--- src/rtl/kt_pkg.sv ---
// Shared constants and requester id type for the kt-term multiplier sharing logic.
package kt_pkg;

  localparam int unsigned KT_DATA_W = 64;
  localparam int unsigned KT_N_REQ  = 4;

  typedef logic [$clog2(KT_N_REQ)-1:0] kt_id_t;

  localparam kt_id_t KT1 = kt_id_t'(0);
  localparam kt_id_t KT2 = kt_id_t'(1);
  localparam kt_id_t KT3 = kt_id_t'(2);
  localparam kt_id_t KT4 = kt_id_t'(3);

endpackage

--- src/rtl/kt_tag_fifo.sv ---
// Synchronous show-ahead FIFO with occupancy count; pop_data is the head entry.
// Callers must not push when full (unless also popping) nor pop when empty.
module kt_tag_fifo #(
  parameter int unsigned W     = 2,
  parameter int unsigned DEPTH = 8
) (
  input  logic                         clk,
  input  logic                         rst,
  input  logic                         push,
  input  logic [W-1:0]                 push_data,
  input  logic                         pop,
  output logic [W-1:0]                 pop_data,
  output logic [$clog2(DEPTH+1)-1:0]   count,
  output logic                         full,
  output logic                         empty
);

  localparam int unsigned PTR_W = (DEPTH > 1) ? $clog2(DEPTH) : 1;
  localparam int unsigned CNT_W = $clog2(DEPTH+1);

  logic [W-1:0]     mem [DEPTH];
  logic [PTR_W-1:0] wr_ptr;
  logic [PTR_W-1:0] rd_ptr;

  assign pop_data = mem[rd_ptr];
  assign full     = (count == CNT_W'(DEPTH));
  assign empty    = (count == '0);

  always_ff @(posedge clk) begin
    if (push) mem[wr_ptr] <= push_data;
  end

  always_ff @(posedge clk) begin
    if (rst) begin
      wr_ptr <= '0;
      rd_ptr <= '0;
      count  <= '0;
    end else begin
      if (push) wr_ptr <= (wr_ptr == PTR_W'(DEPTH-1)) ? '0 : wr_ptr + 1'b1;
      if (pop)  rd_ptr <= (rd_ptr == PTR_W'(DEPTH-1)) ? '0 : rd_ptr + 1'b1;
      case ({push, pop})
        2'b10:   count <= count + 1'b1;
        2'b01:   count <= count - 1'b1;
        default: count <= count;
      endcase
    end
  end

endmodule

--- src/rtl/kt_mul_arbiter.sv ---
// Round-robin sharing of one pipelined multiplier among N_REQ kt-term requesters,
// with in-order result routing. Define KT_ARB_ERR_EN to add the sticky arb_err flag.
module kt_mul_arbiter
  import kt_pkg::*;
#(
  parameter int unsigned N_REQ     = 4,
  parameter int unsigned DATA_W    = KT_DATA_W,
  parameter int unsigned TAG_DEPTH = 8,
  parameter int unsigned MUL_LAT   = 6
) (
  input  logic                    clk,
  input  logic                    rst,
  input  logic [N_REQ-1:0]        req_vld,
  input  logic [N_REQ*DATA_W-1:0] req_a,
  input  logic [N_REQ*DATA_W-1:0] req_b,
  output logic [N_REQ-1:0]        req_rdy,
  output logic                    mul_tvalid,
  input  logic                    mul_tready,
  output logic [DATA_W-1:0]       mul_a,
  output logic [DATA_W-1:0]       mul_b,
  input  logic                    mul_res_vld,
  input  logic [DATA_W-1:0]       mul_res,
  output logic [N_REQ-1:0]        res_vld,
  output logic [DATA_W-1:0]       res_data
`ifdef KT_ARB_ERR_EN
  ,
  output logic                    arb_err
`endif
);

  localparam int unsigned ID_W  = $clog2(N_REQ);
  localparam int unsigned CNT_W = $clog2(TAG_DEPTH+1);

  if (N_REQ < 2 || N_REQ > 8) begin : g_bad_n_req
    $error("kt_mul_arbiter: N_REQ must be 2..8");
  end
  if (MUL_LAT < 1) begin : g_bad_mul_lat
    $error("kt_mul_arbiter: MUL_LAT must be at least 1");
  end

  logic [ID_W-1:0]  rr;
  logic [ID_W-1:0]  grant_id;
  logic [ID_W-1:0]  issue_id;
  logic [ID_W-1:0]  pop_id;
  logic             grant_found;
  logic             grant_ok;
  logic             issue_free;
  logic             hs;
  logic             push;
  logic             pop;
  logic             fifo_full;
  logic             fifo_empty;
  logic [CNT_W-1:0] fifo_count;
  int unsigned      idx;

  assign issue_free = !mul_tvalid || mul_tready;
  assign hs         = mul_tvalid && mul_tready;
  assign pop        = mul_res_vld && !fifo_empty;
  assign push       = hs && (!fifo_full || pop);

  always_comb begin
    grant_found = 1'b0;
    grant_id    = '0;
    idx         = 0;
    for (int unsigned k = 0; k < N_REQ; k++) begin
      idx = 32'(rr) + k;
      if (idx >= N_REQ) idx = idx - N_REQ;
      if (!grant_found && req_vld[ID_W'(idx)]) begin
        grant_found = 1'b1;
        grant_id    = ID_W'(idx);
      end
    end
  end

  // Room check counts the tag being pushed this cycle; a same-cycle pop is not credited.
  assign grant_ok = !rst && issue_free && grant_found &&
                    ((32'(fifo_count) + 32'(hs)) < TAG_DEPTH);

  always_comb begin
    req_rdy = '0;
    if (grant_ok) req_rdy[grant_id] = 1'b1;
  end

  always_ff @(posedge clk) begin
    if (rst) begin
      mul_tvalid <= 1'b0;
      mul_a      <= '0;
      mul_b      <= '0;
      issue_id   <= '0;
      rr         <= '0;
    end else if (grant_ok) begin
      mul_tvalid <= 1'b1;
      mul_a      <= req_a[32'(grant_id)*DATA_W +: DATA_W];
      mul_b      <= req_b[32'(grant_id)*DATA_W +: DATA_W];
      issue_id   <= grant_id;
      rr         <= (32'(grant_id) == N_REQ-1) ? '0 : grant_id + 1'b1;
    end else if (mul_tready) begin
      mul_tvalid <= 1'b0;
    end
  end

  kt_tag_fifo #(
    .W     (ID_W),
    .DEPTH (TAG_DEPTH)
  ) u_tag_fifo (
    .clk       (clk),
    .rst       (rst),
    .push      (push),
    .push_data (issue_id),
    .pop       (pop),
    .pop_data  (pop_id),
    .count     (fifo_count),
    .full      (fifo_full),
    .empty     (fifo_empty)
  );

  always_ff @(posedge clk) begin
    if (rst) begin
      res_vld  <= '0;
      res_data <= '0;
    end else begin
      res_vld <= '0;
      if (pop) begin
        res_vld[pop_id] <= 1'b1;
        res_data        <= mul_res;
      end
    end
  end

`ifdef KT_ARB_ERR_EN
  localparam int unsigned BLANK_W = $clog2(MUL_LAT+2);

  logic [BLANK_W-1:0] blank_cnt;

  // Blanking covers products still inside the multiplier when reset hit.
  always_ff @(posedge clk) begin
    if (rst) begin
      blank_cnt <= BLANK_W'(MUL_LAT+1);
      arb_err   <= 1'b0;
    end else begin
      if (blank_cnt != '0) blank_cnt <= blank_cnt - 1'b1;
      if ((mul_res_vld && fifo_empty && blank_cnt == '0) ||
          (hs && fifo_full && !pop))
        arb_err <= 1'b1;
    end
  end
`endif

endmodule

--- config.mk ---
export PLATFORM = sky130hd
export DESIGN_NAME = kt_mul_arbiter
export DESIGN_NICKNAME = d
export VERILOG_FILES = /design/src/rtl/kt_pkg.sv /design/src/rtl/kt_tag_fifo.sv /design/src/rtl/kt_mul_arbiter.sv
export SDC_FILE = /design/constraint.sdc
export NUM_CORES = 1
export LEC_CHECK = 0
export CAP_MARGIN = 10
export CORE_AREA = 2 2 307 309
export DETAILED_ROUTE_END_ITERATION = 7
export DIE_AREA = 0 0 309 311
export GPL_ROUTABILITY_DRIVEN = 0
export PLACE_DENSITY = 0.48
export SYNTH_ARGS = -nofsm -noshare
export SYNTH_HDL_FRONTEND = slang
export SYNTH_SLANG_ARGS = --single-unit
--- constraint.sdc ---
create_clock -name clk -period 2.4 [get_ports clk]
set_input_delay 0.48 -clock clk [delete_from_list [all_inputs] [get_ports clk]]
set_output_delay 0.48 -clock clk [all_outputs]
set_load 0.05 [all_outputs]
==> out/qor_table.md <==
| Stage | Parameter | Value |
| --- | --- | --- |
| route | Via Count | 13474 |
| yosys | Xor/xnor cell area share of the yosys netlist | 0.1483% |
| yosys | Synthesized net count | 1874 |
| clock network | Clock slew at reported path FFs | 0.05 ns |
| layout | Most used cells in the layout excluding fill and tap cells | sky130_fd_sc_hd__clkdlybuf4s50_1, sky130_fd_sc_hd__dfxtp_1, sky130_fd_sc_hd__nand2_1, sky130_fd_sc_hd__mux2i_1, sky130_fd_sc_hd__buf_4 |
| yosys | Register bit total from synthesis | 230 |
| sta | Unrepaired setup endpoints after global routing | true |
| floorplan | Die Footprint | 96100 um2 |
| sta | Setup TNS | -0.3335 ns |
| layout | Nets | 2744 |
| route | Router iterations before antenna repair | 5 |
| sta | Final setup slack of the worst path | -0.09221 ns |
| sta | Worst-Margin Slew | 0.6576 ns |
| layout | Layout overhead on the synthesized area | 102.6% |
| power | Part of the power in the clock network | 23.1% |
| yosys | Synth warnings | 0 |
| sta | Highest clock rate | 401.3 MHz |
| power | Sequential share of power | 23.9% |
| yosys | Post-synthesis cell area | 11810 um2 |
| placed design | DP HPWL | 58550 um |
| critical path | Levels on crit path | 8 |
| power | Highest ir drop seen on vdd | 0.5466 mV |
| critical path | CP peak stage delay | 0.45 ns |
| grt | Vias in the first global route | 14150 |
| yosys | Sequential area share after synthesis | 40.34% |
| sta | Final setup vio count | 4 |
| critical path | Number of cells on the worst reg-to-reg path | 8 |
| route | Total length of routed wires | 74230 um |
| sta | Ratio of final minimum period to clock period | 103.8% |
| yosys | Post-synthesis cell count | 1279 |
| critical path | Slowest library cell on the worst path | sky130_fd_sc_hd__a221o_4 |
| yosys | Mux contribution to synthesized area | 19.61% |
| hold path | Hold path cells | 2 |
| floorplan | Starting utilization of the core area | 12.73% |
| sta | Number of failing hold endpoints at the final stage | 0 |
| power | Share of total power consumed by net switching | 43.19% |
| floorplan | Chip width | 309 um |
| yosys | Most used DFF post-synth | sky130_fd_sc_hd__dfxtp_1 |
| sta | Relative slew slack | 56.02% |
| yosys | Combinational family with the most area after synthesis | multiplexers |
| clock network | Number of sinks handled by clock tree synthesis | 230 |
| run status | Run status | finished, violations left |
| critical path | Crit. End Element | primary output |
| yosys | Number of enable flip-flop cells after synthesis | 16 |
| yosys | Average cell area after synthesis | 9.235 um2 |
| yosys | Share of synthesized cell area in and, or, nand and nor gates | 13.97% |
| clock network | Clock insertion delay at the later pin of the skew report | 0.56 ns |
| floorplan | Boundary Pins | 785 |
| critical path | Crit Path Category | input pin to primary output |
| clock network | Maximum clock insertion buffer count | 3 |
| hold path | Path class of the lowest-slack min-delay path | flip-flop to flip-flop |
| critical path | CP Max Fanout | 5 |
| power | P_leak | 8.969 nW |
| critical path | Data required time at the worst endpoint | 1.92 ns |
| grt | Initial antenna violation count | 31 |
| critical path | Kind of cell adding the most delay to the critical path | buffers and inverters |
| sta | Final-layout worst hold slack | 0.4508 ns |
| critical path | Startpoint kind of the worst setup timing path | input pin |
| critical path | Buffer and inverter count on the worst path | 3 |
| floorplan | Floorplan core area | 92770 um2 |
| yosys | Fraction of the mapped netlist area in adder cells | 1.229% |
| placed design | Post-placement setup slack | -0.7017 ns |
| grt | GRT Residual Overflow | 0 |
| floorplan | Die Height | 311 um |
| yosys | Compound-gate portion of the synthesized area | 19.47% |
| grt | Overall routing resource usage | 14.64% |
| route | Drt initial violations | 640 |
| clock network | Num CTS Buffers | 35 |
| layout | Commonest non-fill, non-tap cell in the layout | sky130_fd_sc_hd__clkdlybuf4s50_1 |
| power | Internal Pwr Total | 13.22 mW |
| clock network | Maximum level of the CTS H-tree | 2 |
| route | Via count normalized by instance count | 3.923 |
| route | Number of remaining DRC errors | 0 |
| layout | Fraction of final layout cells sized beyond drive strength 1 | 16.56% |
| job | Max cap viols | 0 |
| grt | First-pass GRT wire length | 102300 um |
| yosys | Post-synthesis async set-or-reset flop share | 0% |
| critical path | Arrival time worst endpoint | 2.01 ns |
| sta | Skew final | 0.008694 ns |
| critical path | Chain of cells forming the critical path | dlygate4sd2_1 > nor2b_1 > a221o_4 > nand2_8 > inv_8 > ha_2 > and3_4 > buf_12 |
| placed design | Number of input and output port buffers inserted | 784 |
| critical path | R2r setup slk | 0.02 ns |
| clock network | Clock tree root driver cell | sky130_fd_sc_hd__clkbuf_16 |
| run status | Violated checks | setup timing |
| power | P per Cell Area | 972.4 nW/um2 |
| clock network | Post-cts hold buffer count | 0 |
| route | Antenna Violating Nets Remaining | 0 |
| grt | Maximum number of pins on one net before global-route repair | 49 |
| power | NetSw | 10.05 mW |
| power | Combinational Power Share | 53.0% |
| yosys | Distinct cells, synth | 45 |
| clock network | CTS tree | done |
| route | Wire length per cell after detailed routing | 21.61 um |
| sta | Min cycle time layout | 2.492 ns |
| sta | Number of pins exceeding their max-slew limit in the final report | 0 |
| floorplan | Standard-cell row count | 112 |
[synth_stat cells (2+ instances only)]
cell	n	area, um2
sky130_fd_sc_hd__nand3_2	2	20.02
sky130_fd_sc_hd__nor2_1	20	75.07
sky130_fd_sc_hd__buf_2	41	205.2
sky130_fd_sc_hd__mux2_2	75	844.6
sky130_fd_sc_hd__nor2b_1	4	25.02
sky130_fd_sc_hd__a21oi_1	74	370.4
sky130_fd_sc_hd__dfxtp_1	214	4284
sky130_fd_sc_hd__mux2i_1	138	1381
sky130_fd_sc_hd__a221o_1	76	760.7
sky130_fd_sc_hd__and3_1	5	31.28
sky130_fd_sc_hd__buf_6	8	90.09
sky130_fd_sc_hd__xnor2_1	2	17.52
sky130_fd_sc_hd__nand2b_1	3	18.77
sky130_fd_sc_hd__a21o_1	54	405.4
sky130_fd_sc_hd__clkbuf_1	53	198.9
sky130_fd_sc_hd__inv_1	6	22.52
sky130_fd_sc_hd__ha_1	10	125.1
sky130_fd_sc_hd__nor3_1	78	390.4
sky130_fd_sc_hd__and2_1	2	12.51
sky130_fd_sc_hd__nand2_2	2	12.51
sky130_fd_sc_hd__mux4_2	4	90.09
sky130_fd_sc_hd__inv_2	3	11.26
sky130_fd_sc_hd__nand2_1	194	728.2
sky130_fd_sc_hd__edfxtp_1	16	480.5
sky130_fd_sc_hd__nor4_1	3	18.77
sky130_fd_sc_hd__o21ai_0	53	265.3
sky130_fd_sc_hd__buf_4	9	67.56
sky130_fd_sc_hd__buf_1	6	22.52
sky130_fd_sc_hd__o211ai_1	54	405.4
sky130_fd_sc_hd__nand3_1	53	265.3
sky130_fd_sc_hd__a31oi_1	3	18.77
[metrics by stage]
step / total power, mW / instances / util, % / area, um2
2_1_floorplan: 12.43 / 1279 / - / 11820
3_3_place_gp: 17.87 / 3343 / 23.99 / 22260
3_5_place_dp: 17.85 / 3343 / 23.99 / 22260
4_1_cts: 23.57 / 3417 / 25.45 / 23610
5_1_grt: 24.49 / 3430 / 25.78 / 23920
6_report: 23.27 / 3435 / 25.79 / 23930
[worst paths after layout]
check / startpoint / end
max: req_vld[1] / req_rdy[2]
min: res_data[42] / res_data[42]
max reg2reg: rr[1] / mul_a[28]
min reg2reg: res_data[42] / res_data[42]
[logic make-up (layout without fill, tap and decap cells)]
kind of cell	Yosys count	count (layout)
compound gates	322	322
xor+xnor	2	2
fa+ha+maj	11	11
buf+inv	126	1021
flops	230	230
mux	217	217
other cells	0	7
simple gates	371	371
[metal layers]
layer	vias to the layer above	global-route usage (%)	share of wire (%)
li1	6478	-	-
met1	6274	16.22	39
met2	579	26.18	49
met3	121	4.768	8.1
met4	22	4.634	3.1
met5	-	0	0.22
[flip-flops by register name (all words and copies together), names as in the netlist, 3 cells and up, named ones only]
name and flops:
mul_a 64, u_tag_fifo.mem 16, u_tag_fifo.wr_ptr 3, mul_b 64, u_tag_fifo.count 4, res_vld 4, u_tag_fifo.rd_ptr 3, res_data 64
[cell type report]
| cell class | count | area, um2 |
|---|---|---|
| clock inverters | 13 | 171.4 |
| inverters | 9 | 41.29 |
| flip-flops and latches | 230 | 4772 |
| multi-input cells | 923 | 6700 |
| fillers | 9997 | 68840 |
| diodes | 7 | 17.52 |
| clock buffers | 49 | 998.5 |
| well taps | 1254 | 1569 |
| repair buffers | 950 | 9659 |
[power by group through the flow]
| stage | Clock [mW] | Sequential (mW) | Combinational, mW |
|---|---|---|---|
| floorplan | 0 | 8.95 | 3.48 |
| global placement | 0 | 5.63 | 12.2 |
| detailed placement | 0 | 5.62 | 12.2 |
| CTS | 5.63 | 5.56 | 12.4 |
| global route | 5.74 | 5.69 | 13.1 |
| finish | 5.37 | 5.56 | 12.3 |
[worst reg2reg max path, stage by stage, from the launching register on]
cell	delay [ns]
sky130_fd_sc_hd__dfxtp_4	0.38
sky130_fd_sc_hd__or3b_4	0.39
sky130_fd_sc_hd__o221ai_4	0.10
sky130_fd_sc_hd__buf_4	0.16
sky130_fd_sc_hd__buf_4	0.14
sky130_fd_sc_hd__buf_12	0.21
sky130_fd_sc_hd__buf_16	0.24
sky130_fd_sc_hd__mux2_2	0.36
sky130_fd_sc_hd__a221o_1	0.29
[repair_timing]
action                     4_1_cts  5_1_grt
setup endpoints to repair       37       58
gates cloned                     0        3
resized for setup               50       37
pin swaps                        5       19
setup buffers                   12       11
No activity file was read; power rests on OpenSTA's default activity.
